## src/rtl/button_pkg.sv

```systemverilog
// rtl/button_pkg.sv - shared encodings, state type and cycle-count helpers for the button stimulus generator
package button_pkg;

   // Gesture opcodes carried on cmd_op
   typedef enum logic [1:0] {
      OP_CLICK  = 2'b00,
      OP_DOUBLE = 2'b01,
      OP_HOLD   = 2'b10,
      OP_RSVD   = 2'b11
   } op_e;

   // Gesture sequencer states
   typedef enum logic [2:0] {
      IDLE   = 3'd0,
      PRESS1 = 3'd1,
      GAP    = 3'd2,
      PRESS2 = 3'd3,
      HOLD   = 3'd4,
      TAIL   = 3'd5
   } state_e;

   localparam int unsigned CNT_W = 32;

   // Clock cycles per millisecond
   function automatic longint unsigned tick_of(input longint unsigned clk_hz);
      return clk_hz / 64'd1000;
   endfunction

   // Milliseconds to clock cycles, evaluated at elaboration only
   function automatic longint unsigned ms_cycles(input longint unsigned ms,
                                                 input longint unsigned tick);
      return ms * tick;
   endfunction

endpackage

```

## src/rtl/btn_interval_timer.sv

```systemverilog
// rtl/btn_interval_timer.sv - down-counter that flags the last cycle of a loaded interval
module btn_interval_timer
   import button_pkg::*;
(
   input  logic             clk,
   input  logic             clear,
   input  logic             load,
   input  logic [CNT_W-1:0] count,
   output logic             expired
);

   logic [CNT_W-1:0] remain;
   logic             active;

   // Count the interval down; a load overrides a running interval, clear overrides everything
   always_ff @(posedge clk) begin
      if (clear) begin
         remain <= '0;
         active <= 1'b0;
      end else if (load) begin
         // A zero length is run as a single cycle rather than wrapping
         remain <= (count == '0) ? '0 : count - {{(CNT_W-1){1'b0}}, 1'b1};
         active <= 1'b1;
      end else if (active) begin
         if (remain == '0)
            active <= 1'b0;
         else
            remain <= remain - {{(CNT_W-1){1'b0}}, 1'b1};
      end
   end

   assign expired = active && (remain == '0);

endmodule

```

## src/rtl/button_stimulus_gen.sv

```systemverilog
// rtl/button_stimulus_gen.sv - plays click, double-click and hold gestures onto an active-low button line
module button_stimulus_gen
   import button_pkg::*;
#(
   parameter int unsigned CLK_HZ       = 50000000,
   parameter int unsigned PRESS_MS     = 100,
   parameter int unsigned GAP_MS       = 150,
   parameter int unsigned HOLD_UNIT_MS = 100,
   parameter int unsigned RELEASE_MS   = 50
) (
   input  logic       clk,
   input  logic       reset,
   input  logic       cmd_valid,
   output logic       cmd_ready,
   input  logic [1:0] cmd_op,
   input  logic [7:0] cmd_len,
   input  logic       abort,
   output logic       dout,
   output logic       busy,
   output logic       done,
   output logic       err
);

   localparam longint unsigned TICK  = tick_of(64'(CLK_HZ));
   localparam longint unsigned P64   = ms_cycles(64'(PRESS_MS), TICK);
   localparam longint unsigned G64   = ms_cycles(64'(GAP_MS), TICK);
   localparam longint unsigned U64   = ms_cycles(64'(HOLD_UNIT_MS), TICK);
   localparam longint unsigned R64   = ms_cycles(64'(RELEASE_MS), TICK);
   localparam longint unsigned LIMIT = 64'h1_0000_0000;

   localparam logic [CNT_W-1:0] P_CYC = CNT_W'(P64);
   localparam logic [CNT_W-1:0] G_CYC = CNT_W'(G64);
   localparam logic [CNT_W-1:0] U_CYC = CNT_W'(U64);
   localparam logic [CNT_W-1:0] R_CYC = CNT_W'(R64);

   // Reject clock/duration settings the 32-bit counter cannot represent
   if (TICK < 64'd1) begin : g_bad_tick
      $error("button_stimulus_gen: CLK_HZ gives less than one cycle per ms");
   end
   if ((64'd255 * U64) >= LIMIT || P64 >= LIMIT || G64 >= LIMIT || R64 >= LIMIT) begin : g_bad_range
      $error("button_stimulus_gen: gesture duration exceeds the 32-bit counter");
   end

   state_e           state, nxt;
   op_e              op_q;
   logic [7:0]       units_left, units_nxt;
   logic             tmr_load, tmr_expired;
   logic [CNT_W-1:0] tmr_count;
   logic             accept;

   assign accept = cmd_valid && cmd_ready;

   btn_interval_timer u_timer (
      .clk     (clk),
      .clear   (reset),
      .load    (tmr_load),
      .count   (tmr_count),
      .expired (tmr_expired)
   );

   // Next gesture step and timer reload on every state entry; holds are replayed as L unit intervals
   always_comb begin
      nxt       = state;
      tmr_load  = 1'b0;
      tmr_count = R_CYC;
      units_nxt = units_left;
      case (state)
         IDLE: begin
            if (accept) begin
               case (op_e'(cmd_op))
                  OP_CLICK, OP_DOUBLE: begin
                     nxt       = PRESS1;
                     tmr_load  = 1'b1;
                     tmr_count = P_CYC;
                  end
                  OP_HOLD: begin
                     nxt       = HOLD;
                     tmr_load  = 1'b1;
                     tmr_count = U_CYC;
                     units_nxt = (cmd_len == 8'd0) ? 8'd1 : cmd_len;
                  end
                  default: ;
               endcase
            end
         end
         PRESS1: begin
            if (abort) begin
               nxt      = TAIL;
               tmr_load = 1'b1;
            end else if (tmr_expired) begin
               tmr_load = 1'b1;
               if (op_q == OP_DOUBLE) begin
                  nxt       = GAP;
                  tmr_count = G_CYC;
               end else begin
                  nxt = TAIL;
               end
            end
         end
         GAP: begin
            if (abort) begin
               nxt      = TAIL;
               tmr_load = 1'b1;
            end else if (tmr_expired) begin
               nxt       = PRESS2;
               tmr_load  = 1'b1;
               tmr_count = P_CYC;
            end
         end
         PRESS2: begin
            if (abort || tmr_expired) begin
               nxt      = TAIL;
               tmr_load = 1'b1;
            end
         end
         HOLD: begin
            if (abort) begin
               nxt      = TAIL;
               tmr_load = 1'b1;
            end else if (tmr_expired) begin
               tmr_load = 1'b1;
               if (units_left <= 8'd1) begin
                  nxt = TAIL;
               end else begin
                  tmr_count = U_CYC;
                  units_nxt = units_left - 8'd1;
               end
            end
         end
         TAIL: begin
            if (tmr_expired)
               nxt = IDLE;
         end
         default: nxt = IDLE;
      endcase
   end

   // State register with all outputs registered from the next state so the button line never glitches
   always_ff @(posedge clk) begin
      if (reset) begin
         state      <= IDLE;
         op_q       <= OP_CLICK;
         units_left <= 8'd0;
         dout       <= 1'b1;
         busy       <= 1'b0;
         done       <= 1'b0;
         err        <= 1'b0;
         cmd_ready  <= 1'b1;
      end else begin
         state      <= nxt;
         units_left <= units_nxt;
         if (accept)
            op_q <= op_e'(cmd_op);
         dout      <= !((nxt == PRESS1) || (nxt == PRESS2) || (nxt == HOLD));
         busy      <= (nxt != IDLE);
         cmd_ready <= (nxt == IDLE);
         done      <= (state == TAIL) && (nxt == IDLE);
         err       <= accept && (op_e'(cmd_op) == OP_RSVD);
      end
   end

endmodule
```

## config.mk

```make
export PLATFORM = sky130hd
export DESIGN_NAME = button_stimulus_gen
export DESIGN_NICKNAME = d
export VERILOG_FILES = /design/src/rtl/button_pkg.sv /design/src/rtl/btn_interval_timer.sv /design/src/rtl/button_stimulus_gen.sv
export SDC_FILE = /design/constraint.sdc
export NUM_CORES = 1
export LEC_CHECK = 0
export BUFFER_PORTS_ARGS = -buffer_cell sky130_fd_sc_hd__buf_2
export CAP_MARGIN = 0
export CORE_MARGIN = 2
export CORE_UTILIZATION = 65
export CTS_CLUSTER_DIAMETER = 150
export CTS_CLUSTER_SIZE = 24
export DETAILED_ROUTE_END_ITERATION = 8
export PLACE_DENSITY_LB_ADDON = 0.08
export SYNTH_ARGS = -nofsm -noshare
export SYNTH_HDL_FRONTEND = slang
export SYNTH_SLANG_ARGS = --single-unit
```

## constraint.sdc

```tcl
create_clock -name clk -period 5.61 [get_ports clk]
set_input_delay 0 -clock clk [delete_from_list [all_inputs] [get_ports clk]]
set_output_delay 0 -clock clk [all_outputs]
set_load 0.01 [all_outputs]
```

======== Word-level counts from Yosys, hierarchy flattened ========
Cells that the tools add are included.
operators by class
  eq/ne operators ......................... 18
  muxes and demuxes ....................... 44
  reductions and logical operators ........ 22
  add/subtract/negate cells ............... 3
  magnitude comparators ................... 1
operators with widths
  cell                                                                   number
  23-bit two-way mux                                                     10
  32-bit two-way mux                                                     4
  23-bit one-hot mux with 4 select lines                                 1
  32-bit logical NOT                                                     2
  8-bit two-way mux                                                      6
  3-bit two-way mux                                                      11
  32-bit by 1-bit subtractor with 32-bit output, second input constant   1
  23-bit by 1-bit subtractor with 24-bit output, second input constant   1
  3-bit one-hot mux with 6 select lines                                  1
  8-bit one-hot mux with 2 select lines                                  1
  2-bit != test, second input constant                                   5
  3-bit by 2-bit == test with 1-bit output, second input constant        3
  3-bit == test, second input constant                                   3
  8-bit by 1-bit <= comparator with 1-bit output, second input constant  1
  8-bit logical NOT                                                      1
  1-bit two-way mux                                                      8
  8-bit by 1-bit subtractor with 8-bit output, second input constant     1
  3-bit by 1-bit == test with 1-bit output, second input constant        2
  3-bit logical NOT                                                      2
  3-bit one-hot mux with 2 select lines                                  1
  6-bit AND reduction                                                    1
  3-bit OR reduction                                                     2
  2-bit by 1-bit == test with 1-bit output, second input constant        2
  2-bit == test, second input constant                                   2
  other kinds (10)                                                       16
word-level totals
  register bits ........................... 51
  input bits .............................. 14

======== Logic depth before layout (Yosys ltp) ========
Gate-level depths: netlist of run 1.
  depth after elaboration ................. 9
  gate-level depth with buffers ........... 11

======== Modules after synthesis ========
Synthesis of run 1 repeated with hierarchy kept, for this count alone.
second synthesis, totals
  cells, all modules ...................... 494
  area, all modules ....................... 3887.5 um^2
by module, submodules not included
  module               instances  cells an instance  seq. area each (um^2)  area an instance (um^2)
  btn_interval_timer   1          346                660.6                  2732.6
  button_stimulus_gen  1          148                360.3                  1154.9

======== Least setup slack after synthesis of run 1 ========
Ideal clock, no wire load.
  path kind ............................... register to register
  start ................................... reg u_timer.remain[19]
  end ..................................... reg u_timer.remain[8]
  arrival time ............................ 2.958 ns
  path slack .............................. 2.581 ns
  period minus slack after synthesis ...... 3.029 ns
  data required time ...................... 5.540 ns
  setup time .............................. 0.070 ns
  stages on the path, launching flop included .. 10
  path through ............................ dfxtp_1 -> or4_1 -> clkbuf_2 -> or4_4 -> nor4_4 -> a21oi_1 -> ha_1 -> a21boi_0 -> or3_1 -> a21oi_1
between the ends
  longest elaborated chain between the ends .. 8
RTL lines
  item                                                                                        line                                                                               source
  from (decl)                                                                                 btn_interval_timer.sv:12                                                           logic [CNT_W-1:0] remain;
  from (signal assigned)                                                                      btn_interval_timer.sv:22                                                           remain <= (count == '0) ? '0 : count - {{(CNT_W-1){1'b0}}, 1'b1};
  from (signal assigned)                                                                      btn_interval_timer.sv:28                                                           remain <= remain - {{(CNT_W-1){1'b0}}, 1'b1};
  32-bit logical NOT *                                                                        btn_interval_timer.sv:25, btn_interval_timer.sv:32
  1-bit logical AND                                                                           btn_interval_timer.sv:32                                                           assign expired = active && (remain == '0);
  23-bit two-way mux, on equally long branches                                                button_stimulus_gen.sv:120, button_stimulus_gen.sv:90, button_stimulus_gen.sv:104
  23-bit two-way mux, on equally long branches                                                button_stimulus_gen.sv:117, button_stimulus_gen.sv:87, button_stimulus_gen.sv:101
  23-bit one-hot mux with 4 select lines                                                      button_stimulus_gen.sv:67                                                          case (state)
  23-bit by 1-bit subtractor with 24-bit output / 32-bit logical NOT (equally long branches)  btn_interval_timer.sv:22
  32-bit two-way mux                                                                          btn_interval_timer.sv:22
  32-bit two-way mux                                                                          btn_interval_timer.sv:20                                                           end else if (load) begin
Every way passes the cells marked *; elsewhere a longest branch is shown, timed or not.
A chain may end at the register's enable or synchronous reset.

======== Worst setup path after layout of run 1 ========
  start ................................... reg u_timer.remain[10]
  end ..................................... reg u_timer.remain[24]
between the ends
  longest elaborated chain between the ends .. 8
RTL lines
  item                                                                                        line
  32-bit logical NOT                                                                          btn_interval_timer.sv:25, btn_interval_timer.sv:32
  1-bit logical AND                                                                           btn_interval_timer.sv:32
  23-bit two-way mux, on equally long branches                                                button_stimulus_gen.sv:120, button_stimulus_gen.sv:90, button_stimulus_gen.sv:104
  23-bit two-way mux, on equally long branches                                                button_stimulus_gen.sv:117, button_stimulus_gen.sv:87, button_stimulus_gen.sv:101
  23-bit one-hot mux with 4 select lines                                                      button_stimulus_gen.sv:67
  23-bit by 1-bit subtractor with 24-bit output / 32-bit logical NOT (equally long branches)  btn_interval_timer.sv:22
  32-bit two-way mux                                                                          btn_interval_timer.sv:22
  32-bit two-way mux                                                                          btn_interval_timer.sv:20
Parallel ways exist; a longest one is shown, timed or not. The select of a mux whose other input is x is not followed.

==> reports/metrics.cfg, run 1 <==
[route]
wl_mm = 7.401
avgRoutedWirePerCell_um = 16.78
dr.first_iter.drc_count = 304
drc = 0
vias = 2936
antenna_left = 0
drtPass1Iterations = 5
viasPerCell = 6.658

[setup_path]
worstSetupPathType = reg -> reg
crit_path_max_fanout = 10
rrSetupSlack_ps = 2040
endpoint = u_timer.remain[24]
worst_setup_path_start_kind = register
crit_start = u_timer.remain[10]
endpoint_kind = register
reg2reg_from = u_timer.remain[10]
path_cells = nor4_1, nand3_2, nor4_4, a21oi_1, ha_1, nor2b_1, o21ai_2, a21oi_1
critPathRequiredTime_ps = 5790
cp_slowest_cell = nor4_1
rr_endpoint = u_timer.remain[24]
crit_arrival_ps = 3750
critPathMaxStageDelay_ps = 810
cpMostUsedCell = a21oi_1
ff2ff_path_depth = 8

[logic_synthesis]
synth_top_family_by_area = simple AND/OR/NAND/NOR gates
syn_area_um2 = 3048
synthArstFlopShare_pct = 0
synth_compound_area_share_pct = 23.44
synthMuxAreaShare_pct = 0.6979
ys_seq_area_share_pct = 33.50
synth_edf_count = 0
syn_inst = 378
synthSimpleGateAreaFrac_pct = 28.65
yosys_warnings = 0
synth_fa_ha_area_share_pct = 2.874
avgSynthCellArea_um2 = 8.063
synth_top_area_share_pct = 33.50
synth_area_leaders = dfxtp_1 33%, a21oi_1 7.2%, xor2_1 3.7%, nor4_1 3.5%, nand2_1 3.4%
synth_cell_types = 63
synth_xor_area_share_pct = 6.897
synth.largest_area_cell = dfxtp_1
syn-num-nets = 399
synth_flop_cell = dfxtp_1
ys_ff_latch = 51

[pwr]
swShare_pct = 41.67
p_leak_nw = 1.186
netSwitchingPower_mw = 0.5364
combPwrFrac_pct = 40.7
ir_worst_vdd_uv = 234.5
p_clk_share_pct = 19.7
p_total_mw = 1.287
power.internal_mw = 0.7509
p_seq_share_pct = 39.6
p_per_area_nw_per_um2 = 392.7

[clock_tree]
clk_latency_ps = 310
numCtsBuffers = 5
cts_sinks = 51
clk_pin_slew_ps = 90
cts-root-buf = clkbuf_8
cts_tree = built
clockBufferDepth = 2
htree_num_levels = 2

[placed_design]
io_buffers = 18
place_congestion = 0.9595
hpwl_mm = 5.046

[die]
die_x_um = 72.48
die_y_um = 72.48
core-area_um2 = 4444
rows = 24
start_util_pct = 68.58
num_io_pins = 19
dieArea_um2 = 5253

[timing]
skew_ps = 5.453
slew_headroom_pct = 35.46
period_needed_ps = 3573
worst_pin_slew_ps = 964.8
finalHoldViolations = 0
finalCritPeriodShare_pct = 63.68
fmax_ghz = 0.2799
final_max_slew_viol_count = 0
worst_hold_slack_ps = 58.50
rsz0062_at_grt = no
finalSetupViolations = 0
setup_tns_ps = 0

[final_layout]
regArea_um2 = 1021
utilization_pct = 73.76
fin_nets = 410
multiInputGateArea_um2 = 1911
area_growth_syn_to_layout_pct = 7.553
drive_gt1_share_pct = 12.34
diodes = 0
nFillCells = 354

[grt]
grt_start_max_net_pins = 31
grt_first_pass_wirelength_mm = 12.25
first_global_vias = 2721
track_usage_pct = 29.08
overflow = 0
antenna_found_initial = 0

[run]
maxCapViolations = 0

[worst_hold_path]
min_path_type = in -> reg

[status]
status = complete, no violations

==> flip-flops by register name (all words and copies together), names as in the netlist <==
signal / flops
busy: 1
u_timer.remain: 32
units_left: 8
op_q: 2
state: 3
cmd_ready: 1
u_timer.active: 1
dout: 1
err: 1
done: 1
==> per-stage QoR <==
| step | worst slack, ps | cells | area [µm²] |
|---|---|---|---|
| global route | 1748 | 441 | 3278 |
| floorplan | 2581 | 378 | 3048 |
| finish | 2037 | 441 | 3278 |
| detailed placement | 2141 | 430 | 3136 |
| CTS | 2138 | 441 | 3278 |
| global placement | 2258 | 430 | 3136 |
==> synthesized netlist by cell type, types with 2 or more instances <==
| cell type | number |
|---|---|
| dfxtp_1 | 51 |
| a21oi_1 | 44 |
| nand2_1 | 28 |
| nor2_1 | 27 |
| nor3_1 | 19 |
| nor4_1 | 17 |
| o21ai_0 | 15 |
| nand3_1 | 13 |
| xor2_1 | 13 |
| clkbuf_1 | 12 |
| inv_1 | 11 |
| xnor2_1 | 11 |
| nand4_1 | 9 |
| ha_1 | 7 |
| or2_2 | 7 |
| nand2b_1 | 6 |
| or3_1 | 6 |
| buf_2 | 5 |
| a211oi_1 | 4 |
| a31oi_1 | 4 |
| and2_1 | 4 |
| nor2b_1 | 4 |
| o22ai_1 | 4 |
| a21boi_0 | 3 |
| nand4b_1 | 3 |
| o21bai_1 | 3 |
| o31a_1 | 3 |
| or4_4 | 3 |
| a21o_1 | 2 |
| a311oi_1 | 2 |
| a41oi_1 | 2 |
| nor3b_1 | 2 |
| o21a_1 | 2 |
| o32ai_1 | 2 |
| or4_1 | 2 |
==> critical path, delay by kind of cell (launching register included) <==
family                     cells  cell delay, ps
DFF                            1             370
adders and majority gates      1             270
and+or+nand+nor                4            2020
AOI/OAI and AO/OA              3             780
==> how the worst min path moves through the flow <==
stage	cells past startpoint	slack, ps	from	to
finish	3	60	cmd_len[5]	units_left[5]
floorplan	2	120	cmd_op[1]	err
detailed placement	3	270	cmd_op[0]	err
CTS	3	50	cmd_len[5]	units_left[5]
global placement	3	270	cmd_op[0]	err
global route	3	70	cmd_len[4]	units_left[4]
==> layout make-up <==
| class | count | area share, % |
|---|---|---|
| Timing Repair Buffer | 23 | 4.198 |
| Clock buffer | 6 | 2.214 |
| Clock inverter | 1 | 0.9160 |
| Sequential cell | 51 | 31.15 |
| Inverter | 11 | 1.260 |
| Tap cell | 52 | 1.985 |
| Multi-Input combinational cell | 297 | 58.28 |
==> layout by cell type, fill, tap and decap left out, drive strengths merged, types with 5 or more instances in the layout <==
master and count:
nand2 28, buf 19, nor4 19, ha 7
nand3 14, nand4 9, or2 7, or3 6
or4 5, a211oi 5, nor3 19, a21oi 45
xor2 13, xnor2 11, inv 11, dfxtp 51
nor2 27, o21ai 17, nand2b 6, clkbuf 6
==> kinds of logic after synthesis <==
family / after synthesis
compound gates: 107
xor+xnor: 24
fa+ha+maj: 7
buf+inv: 30
flops: 51
mux: 2
simple gates: 157
==> power by group through the flow <==
| stage | clock (mW) | combinational (mW) | sequential (mW) |
|---|---|---|---|
| final | 0.254 | 0.524 | 0.509 |
| after global routing | 0.267 | 0.579 | 0.520 |
| after CTS | 0.254 | 0.513 | 0.507 |
| after detailed placement | 0 | 0.506 | 0.515 |
| after global placement | 0 | 0.496 | 0.513 |
| after floorplan | 0 | 0.412 | 0.497 |
==> routing by layer <==
| layer | global-route usage [%] | wire length (µm) | up-vias |
|---|---|---|---|
| met5 | 0 | 0 | - |
| met4 | 8.848 | 89 | 0 |
| met3 | 4.583 | 409 | 13 |
| met2 | 46.79 | 3406 | 114 |
| met1 | 40.33 | 3497 | 1387 |
| li1 | - | - | 1422 |
==> timing repair <==
item,CTS,global route
resized for setup,0,0
endpoints found under the hold margin,3,0
buffers inserted,0,0
hold buffers,4,0
Note: power is estimated with default switching activity, not from simulation.
==> run 2: changes to the inputs <==
- ABC_AREA: unset -> 1
- CORE_UTILIZATION: 65 -> 61
- clock period: 5.61 -> 3.7 ns (I/O delays scaled with it)
==> reports/metrics.cfg, run 2 <==
[status]
status = complete, no violations

[setup_path]
worst_setup_path_start_kind = register
worstSetupPathType = reg -> reg
crit_path_max_fanout = 9
ff2ff_path_depth = 21
reg2reg_from = u_timer.remain[0]
critPathRequiredTime_ps = 3940
rrSetupSlack_ps = 1000
crit_arrival_ps = 2940
crit_start = u_timer.remain[0]
endpoint_kind = register
rr_endpoint = u_timer.remain[25]

[route]
vias = 3523
dr.first_iter.drc_count = 346
drc = 0
wl_mm = 8.907
viasPerCell = 5.539
antenna_left = 0
drtPass1Iterations = 6
avgRoutedWirePerCell_um = 14.00

[timing]
finalSetupViolations = 0
fmax_ghz = 0.3709
finalHoldViolations = 0
period_needed_ps = 2696
slew_headroom_pct = 34.59
final_max_slew_viol_count = 0
skew_ps = 9.809
rsz0062_at_grt = no
setup_tns_ps = 0
worst_pin_slew_ps = 980.1
finalCritPeriodShare_pct = 72.86
setup_slack_ps = 1004

[logic_synthesis]
synth.most_common_cell = nand2_1
syn_inst = 542
synth_flop_cell = dfxtp_1
synth.largest_area_cell = dfxtp_1
ys_ff_latch = 51
synthArstFlopShare_pct = 0
synth_edf_count = 0
avgSynthCellArea_um2 = 6.194
synth_area_leaders = dfxtp_1 30%, nand2_1 14%, nor2_1 9.8%, inv_1 7.0%, o21ai_0 6.9%
syn_area_um2 = 3357
syn-num-nets = 563
synthTopCellsByCount = 124 x nand2_1, 88 x nor2_1, 63 x inv_1
yosys_warnings = 0
ys_seq_area_share_pct = 30.41
synth_top_area_share_pct = 30.41
synth_cell_types = 34

[final_layout]
layout_commonest_cell = nand2_1
reg_top3 = u_timer.remain x32, units_left x8, state x3
final_cell_mix = 124 x nand2_1, 88 x nor2_1, 63 x inv_1
largest_reg_flops = 32
fin_nets = 584
fin_area_um2 = 3638
regMostFlops = u_timer.remain
diodes = 0
area_growth_syn_to_layout_pct = 8.386
drive_gt1_share_pct = 7.447

[clock_tree]
cts_tree = built
htree_num_levels = 2
clk_latency_ps = 310
ctsHoldBuffers = 5
cts_setup_buffers = 0
clockBufferDepth = 2
cts-root-buf = clkbuf_8
post_cts_resize_count = 0
cts_sinks = 51
numCtsBuffers = 5
clk_pin_slew_ps = 100

[die]
die_x_um = 78.19
die_y_um = 78.19
num_io_pins = 19
dieArea_um2 = 6113
core-area_um2 = 5405
rows = 27
start_util_pct = 62.11

[grt]
first_global_vias = 3100
antenna_found_initial = 0
track_usage_pct = 30.00
grt_start_max_net_pins = 35
grt_first_pass_wirelength_mm = 14.78
overflow = 0

[pwr]
ir_worst_vdd_uv = 403.4
p_leak_nw = 1.781
p_per_area_nw_per_um2 = 864.0

[run]
maxCapViolations = 0

[worst_hold_path]
min_path_type = in -> reg
hold_path_end = units_left[2]
hold_depth = 3
worstHoldStart = cmd_len[2]

[placed_design]
place_area_um2 = 3488
dpl_worst_slack_ps = 1067
io_buffers = 18
place_congestion = 0.9524
hpwl_mm = 6.588

## run 2: cell count changes after synthesis, moves of 7 or more
cell and delta:
clkbuf_1 -7, inv_1 +52, nand2_1 +96, nand3_1 +15, nor2_1 +61, nor3_1 -8, nor4_1 -15, o21ai_0 +31
## run 2: kinds of logic after synthesis
| logic type | after synthesis | share of synthesized area (%) |
|---|---|---|
| and+or+nand+nor | 286 | 36.71 |
| DFF | 51 | 30.41 |
| buffers and inverters | 77 | 9.169 |
| xor gates and xnor gates | 19 | 4.957 |
| adders and majority gates | 7 | 2.609 |
| AOI/OAI and AO/OA | 102 | 16.14 |
## run 2: final cells by class
class	instances	area [µm²]
timing repair buffer	24	147.6
tap	72	90.09
fill	483	1767
sequential	51	1021
multi-input combinational	414	2028
clock buffer	8	100.1
inverter	67	251.5
## run 2: through the flow
stage	power [mW]	instances	hold slack (ps)	util [%]
after floorplan	2.325	542	148.8	-
after global placement	2.728	623	288.9	64.54
after detailed placement	2.741	623	293.4	64.54
after CTS	3.106	636	13.87	67.31
after global routing	3.423	636	32.69	67.31
final	3.144	636	19.49	67.31
## run 2: worst max path at each step
| stage | cells after the start | endpoint |
|---|---|---|
| final | 21 | u_timer.remain[25] |
| after global routing | 18 | u_timer.remain[31] |
| after CTS | 21 | u_timer.remain[25] |
| after detailed placement | 21 | u_timer.remain[25] |
| after global placement | 11 | u_timer.remain[11] |
| after floorplan | 21 | u_timer.remain[15] |
## run 2: report_power, final
part / internal, mW / total [mW] / leakage, nW / switching (mW)
combinational: 0.583 / 1.81 / 1.31 / 1.23
clock: 0.171 / 0.358 / 0.0515 / 0.187
sequential: 0.754 / 0.973 / 0.420 / 0.220
## run 2: worst max-delay path, cell delays in order (launching register included)
cell and delay, ps:
dfxtp_1 360, inv_1 90, ha_1 210, inv_1 50, nor2_1 80, nand2_1 50
nor2_1 90, nand2_1 50, nor2_1 150, nand3_1 120, nor2_1 150, nand2_1 130
nand2_1 150, inv_1 100, ha_1 220, inv_1 70, nand2_1 70, inv_1 50
nand2_1 60, nand2_1 100, inv_2 120, a21oi_1 150
## run 2: per-layer routing
metal	up-vias	part of all wire [%]	track usage [%]	wire, µm
li1	1801	-	-	-
met3	8	5.1	3.333	457
met1	1592	47	40.72	4151
met5	-	0	0	0
met2	122	47	51.55	4206
met4	0	1.0	6.491	92
